File: src/rtl/load_store_unit.sv
// load_store_unit: byte/halfword/word load-store engine in front of a
// 64-word data memory. Sub-word stores are done as read-modify-write.
// Optional feature macro: LSU_FAULT_EN. When it is defined, misaligned or
// illegal requests finish through the ERR state with fault=1. When it is
// undefined, such requests are coerced into legal, aligned accesses instead.
module load_store_unit (
    input  logic        clk,
    input  logic        rst_n,
    input  logic        req,
    input  logic [2:0]  funct3,
    input  logic        we,
    input  logic [31:0] addr,
    input  logic [31:0] wdata,
    output logic        busy,
    output logic        done,
    output logic        fault,
    output logic [31:0] rdata,
    output logic        mem_read,
    output logic        mem_write,
    output logic [5:0]  mem_addr,
    output logic [31:0] mem_wdata,
    input  logic [31:0] mem_rdata
);

    typedef enum logic [2:0] {
        IDLE,
        LOAD,
        WRITE,
        RMW_RD,
        RMW_WR,
`ifdef LSU_FAULT_EN
        DONE,
        ERR
`else
        DONE
`endif
    } state_t;

    state_t      state, state_nxt;

    logic [7:0]  addr_q;
    logic [2:0]  funct3_q;
    logic [31:0] wdata_q;
    logic [31:0] word_q;

    logic        req_illegal;
    logic [2:0]  eff_funct3;
    logic [7:0]  eff_addr;
`ifdef LSU_FAULT_EN
    logic        req_misaligned;
`endif

    logic [31:0] lane;
    logic [31:0] load_val;
    logic [3:0]  lane_mask;
    logic [31:0] wdata_rep;
    logic [31:0] merged_word;

    // Address bits above the 256-byte window play no part in the access.
    logic unused_addr_hi;
    assign unused_addr_hi = ^addr[31:8];

    // Classify the incoming request and derive the funct3/address to latch.
    always_comb begin
        req_illegal = (funct3[1:0] == 2'b11) || (funct3[2] && (funct3[1] || we));
`ifdef LSU_FAULT_EN
        eff_funct3     = funct3;
        eff_addr       = addr[7:0];
        req_misaligned = ((funct3[1:0] == 2'b01) && addr[0]) ||
                         ((funct3[1:0] == 2'b10) && (addr[1:0] != 2'b00));
`else
        // Illegal codes fall back to a full-word access, then the address is
        // forced onto the natural boundary of the resulting access size.
        eff_funct3 = req_illegal ? 3'b010 : funct3;
        eff_addr   = addr[7:0];
        case (eff_funct3[1:0])
            2'b01:   eff_addr[0]   = 1'b0;
            2'b10:   eff_addr[1:0] = 2'b00;
            default: ;
        endcase
`endif
    end

    // State register.
    always_ff @(posedge clk) begin
        if (!rst_n) state <= IDLE;
        else        state <= state_nxt;
    end

    // Next-state selection.
    always_comb begin
        state_nxt = state;
        case (state)
            IDLE: begin
                if (req) begin
`ifdef LSU_FAULT_EN
                    if (req_illegal || req_misaligned) state_nxt = ERR;
                    else
`endif
                    if (!we)                             state_nxt = LOAD;
                    else if (eff_funct3[1:0] == 2'b10)   state_nxt = WRITE;
                    else                                 state_nxt = RMW_RD;
                end
            end
            LOAD:    state_nxt = DONE;
            WRITE:   state_nxt = DONE;
            RMW_RD:  state_nxt = RMW_WR;
            RMW_WR:  state_nxt = DONE;
            DONE:    state_nxt = IDLE;
`ifdef LSU_FAULT_EN
            ERR:     state_nxt = IDLE;
`endif
            default: state_nxt = IDLE;
        endcase
    end

    // Latch the request when it is accepted in IDLE.
    always_ff @(posedge clk) begin
        if (!rst_n) begin
            addr_q   <= '0;
            funct3_q <= '0;
            wdata_q  <= '0;
        end else if (state == IDLE && req) begin
            addr_q   <= eff_addr;
            funct3_q <= eff_funct3;
            wdata_q  <= wdata;
        end
    end

    // Extract and extend the addressed lane of the memory word.
    always_comb begin
        lane = mem_rdata >> {addr_q[1:0], 3'b000};
        case (funct3_q)
            3'b000:  load_val = {{24{lane[7]}}, lane[7:0]};
            3'b001:  load_val = {{16{lane[15]}}, lane[15:0]};
            3'b100:  load_val = {24'h0, lane[7:0]};
            3'b101:  load_val = {16'h0, lane[15:0]};
            default: load_val = lane;
        endcase
    end

    // Build the write word: captured word with the addressed lanes replaced.
    always_comb begin
        case (funct3_q[1:0])
            2'b00: begin
                lane_mask = 4'b0001 << addr_q[1:0];
                wdata_rep = {4{wdata_q[7:0]}};
            end
            2'b01: begin
                lane_mask = addr_q[1] ? 4'b1100 : 4'b0011;
                wdata_rep = {2{wdata_q[15:0]}};
            end
            default: begin
                lane_mask = 4'b1111;
                wdata_rep = wdata_q;
            end
        endcase
        merged_word = {lane_mask[3] ? wdata_rep[31:24] : word_q[31:24],
                       lane_mask[2] ? wdata_rep[23:16] : word_q[23:16],
                       lane_mask[1] ? wdata_rep[15:8]  : word_q[15:8],
                       lane_mask[0] ? wdata_rep[7:0]   : word_q[7:0]};
    end

    // Load result and read-modify-write capture registers.
    always_ff @(posedge clk) begin
        if (!rst_n) begin
            rdata  <= '0;
            word_q <= '0;
        end else begin
            if (state == LOAD)   rdata  <= load_val;
            if (state == RMW_RD) word_q <= mem_rdata;
        end
    end

    assign busy      = (state != IDLE);
    assign mem_read  = (state == LOAD)  || (state == RMW_RD);
    assign mem_write = (state == WRITE) || (state == RMW_WR);
    assign mem_addr  = addr_q[7:2];
    assign mem_wdata = (state == RMW_WR) ? merged_word : wdata_q;
`ifdef LSU_FAULT_EN
    assign done  = (state == DONE) || (state == ERR);
    assign fault = (state == ERR);
`else
    assign done  = (state == DONE);
    assign fault = 1'b0;
`endif

endmodule

File: config.mk
export PLATFORM = sky130hd
export DESIGN_NAME = load_store_unit
export DESIGN_NICKNAME = d
export VERILOG_FILES = /design/src/rtl/load_store_unit.sv
export SDC_FILE = /design/constraint.sdc
export NUM_CORES = 1
export LEC_CHECK = 0
export ABC_CLOCK_PERIOD_IN_PS = 6300
export CAP_MARGIN = 20
export CORE_MARGIN = 2
export CORE_UTILIZATION = 40
export DETAILED_ROUTE_END_ITERATION = 8
export PLACE_DENSITY = 0.83
export RECOVER_POWER = 100
export SLEW_MARGIN = 20
export SYNTH_ARGS = -nofsm -noshare
export SYNTH_HDL_FRONTEND = slang
export SYNTH_SLANG_ARGS = --single-unit
File: constraint.sdc
create_clock -name clk -period 6.3 [get_ports clk]
set_clock_uncertainty 0.1 [all_clocks]
set_input_delay 1.26 -clock clk [delete_from_list [all_inputs] [get_ports clk]]
set_output_delay 1.26 -clock clk [all_outputs]
set_load 0.01 [all_outputs]
* Word level (Yosys, flattened, before mapping)
Index checks and enable logic that the tools add are counted.
Storage, ports and cells: bits in registers 110, input port bits 103, logic and storage cells 49
Cells by class: equal/unequal tests 13, shifts and indexed selects 2, multiplexer cells 16, reductions and logical operators 12
Operators with widths (count):
- case mux 32 bit (4 select lines) | 1
- case mux 32 bit (2 select lines) | 1
- 2-to-1 mux 32 bit | 1
- 2-to-1 mux 8 bit | 4
- right shift 32 x 5 -> 32 bit | 1
- equality test 3 bit, second input constant | 4
- case mux 3 bit (3 select lines) | 1
- case mux 4 bit (2 select lines) | 1
- equality test 3 x 1 -> 1 bit, second input constant | 2
- equality test 3 x 2 -> 1 bit, second input constant | 2
- logical NOT 3 bit | 2
- 2-to-1 mux 3 bit | 2
- equality test 2 x 1 -> 1 bit, second input constant | 2
- equality test 2 bit, second input constant | 2
- logical OR 1 bit | 4
- 2-to-1 mux 4 bit | 1
- << shifter 1 x 2 -> 4 bit, first input constant | 1
- 2-to-1 mux 1 bit | 3
- nonzero test 3 bit | 1
- OR reduction 3 bit | 1
- logical AND 1 bit | 2
- logical NOT 2 bit | 1
- 2-to-1 mux 2 bit | 1
- inequality test 2 bit, second input constant | 1
- OR reduction 2 bit | 1

* Logic depth before layout (Yosys ltp)
word-level depth 9, depth in mapped cells 8

* Worst setup path after synthesis
Ideal clock, no wire load.
path type register to output, from reg state[2], to out mem_wdata[20], arrival time 1559 ps, required time 4940 ps, setup slack 3381 ps, stages on the path, launching flop included 8, cells stage by stage dfxtp_1 -> buf_4 -> or3b_1 -> buf_6 -> or2_1 -> buf_6 -> buf_8 -> o21ai_2
On the way: word-level cells in the longest chain between the ends 2
RTL lines:
- start, declared | line 39 | state_t state, state_nxt;
- start signal, assigned | line 87 | else state <= state_nxt;
- equality test 3 bit | line 179 | assign mem_wdata = (state == RMW_WR) ? merged_word : wdata_q;
- 2-to-1 mux 32 bit | line 179
- end, declared | line 21 | output logic [31:0] mem_wdata,
No other way between the ends.

* Final worst setup path
from reg state[2], to out mem_wdata[0]
Same word-level chain as after synthesis.

==> metrics.txt <==
status finished, violations left; failing checks capacitance limit, slew limit; Worst-path clk slew roughly 70 ps; final wirelength 16,200 um; Final Slew Violations 153; CTS max path bufs 2; area leader, netlist dfxtp_1; register area share after synthesis between 30 and 40%; gp weighted congestion 0.896; Netlist cell types 42; core area between 10,000 and 15,000 um2; vias around 5k; Worst path max stage delay 680 ps; top post-synthesis cells by area dfxtp_1, nand2_1, a21boi_0; Fin Setup TNS 0 ps; Syn Inst Count 696; all-layer global routing usage 21.7%; DIE WIDTH roughly 120 um; Clock Tree Root clkbuf_16; DR WL/cell 16.3 um; first drt pass iteration count 5; 1st-iter DRT viols 412; Vias/cell 5.17; slew margin rel. -43.4%; vias in the first global route about 4.8k; fmax about 0.20 GHz; cts repair resizes 0; antenna violations before repair 0; Setup Buffers After CTS 0; CP bufs+invs 1; Synth Net Count 800; Max rail drop VDD 0.175 mV; H-tree depth 3; fill count roughly 1.3k; pin count of the biggest net entering global routing between 50 and 60; Port Buf Inserts 152; Remaining DRCs 0; HP Class register to register; CP endpoint kind primary output; Hold Violations, Final 0; min Tclk post-route 5100 ps; CP startpoint kind register; Worst Tran Pin Value 2150 ps; Congestion Overflow GR 0; Initial Util between 40% and 50%; #FFs+latches synth 110; CTS tree yes; clk sinks 110; most frequent cells after synthesis nand2_1, dfxtp_1, a21boi_0; worst endpoint data arrival time 3740 ps; Synth Flop Type dfxtp_1; Clk Latency, worst-skew pair 350 ps; Final Cycle Share 80.9%; WHS about 370 ps; Antenna diodes 0; syn_area_per_cell 7.97 um2; Post-DP HPWL ~12,000 um; r2r setup slk 3450 ps; count leader, synth nand2_1; Post-synth ARST share 0%; Lkg Pwr 2.71 nW; crit path cell chain or3b_1 -> nor2_1 -> o21ai_0 -> mux2_4 -> dlygate4sd3_1; first-pass GRT wire length 25,100 um; critical path type register to primary output; PD cells 246 nW/um2; post-synth top area share 39.7%; share of cells above drive strength 1 under 10%; slowest stage cell, crit path o21ai_0; Netlist Area Pre-Place 5550 um2; IO Count 178; final setup vio count 0; Post-synth EDFFs 0; DRT antenna net count 0; Syn-to-layout area delta 31.1%; max-cap violations 3; RSZ-0062 raised after global routing no; delay-heaviest family, CP simple AND/OR/NAND/NOR gates; fin nets 909; CTS Buf Count 9; Critical Path RT 4940 ps; num rows 43; Die Y between 100 and 150 um; CP Max Fanout 10; Ys Warns 0; Hold Buf Count CTS 0; die area 14,800 um2
-- cell usage in the layout, fill, tap and decap left out, types with 10 or more instances in the layout --
cell	n
a21boi_0	82
nand3_1	11
nor2_1	10
nand2_1	223
clkdlybuf4s50_1	76
mux2i_1	31
o21ai_0	44
a21oi_1	27
dlygate4sd3_1	75
a22o_1	16
o21ai_1	13
dfxtp_1	110
a22oi_1	16
-- state kept, by name, indices dropped and copies added, names as in the netlist --
register	count
funct3_q	3
word_q	32
state	3
addr_q	8
wdata_q	32
rdata	32
-- per-stage QoR --
stage	total power (W)	instance area, um2	utilization [%]	cells	setup WS (ps)
finish	0.00179	7280	53.0	990	1200
global route	0.00188	7280	53.0	990	937
CTS	0.00183	7320	53.4	990	1970
detailed placement	0.00124	7020	51.1	974	2390
global placement	0.00124	7020	51.1	974	2410
floorplan	0.00104	5550	-	696	3380
-- final cells by class --
cell class | instances | area [um2] | area share, %
well taps | 180 | 225 | 3.09
repair buffers | 160 | 1570 | 21.5
inverters | 4 | 15.0 | 0.206
multi-input cells | 520 | 2960 | 40.7
clock buffers | 9 | 225 | 3.09
clock inverters | 7 | 78.8 | 1.08
flip-flops and latches | 110 | 2200 | 30.3
-- where the power goes --
part	total, W	internal, W	switching, W
Sequential	0.000793	0.000751	0.0000418
Combinational	0.000412	0.000196	0.000216
Clock	0.000587	0.000313	0.000274
-- worst register-to-register path: cells and delay by family, from the launching register on --
family | cells | cell delay (ps)
DFF | 1 | 390
and+or+nand+nor | 3 | 720
buffers and inverters | 1 | 1350
AOI/OAI and AO/OA | 1 | 230
-- cells by family after synthesis --
| family | Yosys count | synth area share [%] |
|---|---|---|
| AOI/OAI and AO/OA | 207 | 25.1 |
| xor gates and xnor gates | 2 | 0.316 |
| adders and majority gates | 1 | 0.225 |
| buffers and inverters | 66 | 6.31 |
| DFF | 110 | 39.7 |
| muxes | 41 | 8.36 |
| other | 1 | 0.0676 |
| and+or+nand+nor | 268 | 19.9 |
-- worst paths after layout --
path	end	start	cells past startpoint
max	mem_wdata[0]	state[2]$_SDFFE_PN0P_	5
min	addr_q[4]$_SDFFE_PN0P_	addr_q[4]$_SDFFE_PN0P_	2
max reg2reg	addr_q[0]$_SDFFE_PN0P_	state[2]$_SDFFE_PN0P_	5
min reg2reg	addr_q[4]$_SDFFE_PN0P_	addr_q[4]$_SDFFE_PN0P_	2
-- per-layer routing --
| metal | up-vias | track usage (%) | wire length (um) |
|---|---|---|---|
| met3 | 23 | 5.10 | 1230 |
| met2 | 184 | 33.8 | 7090 |
| li1 | 2563 | - | - |
| met4 | 0 | 6.18 | 314 |
| met1 | 2352 | 30.2 | 7540 |
| met5 | - | 0 | 0 |
(Power assumes the default switching activity.)
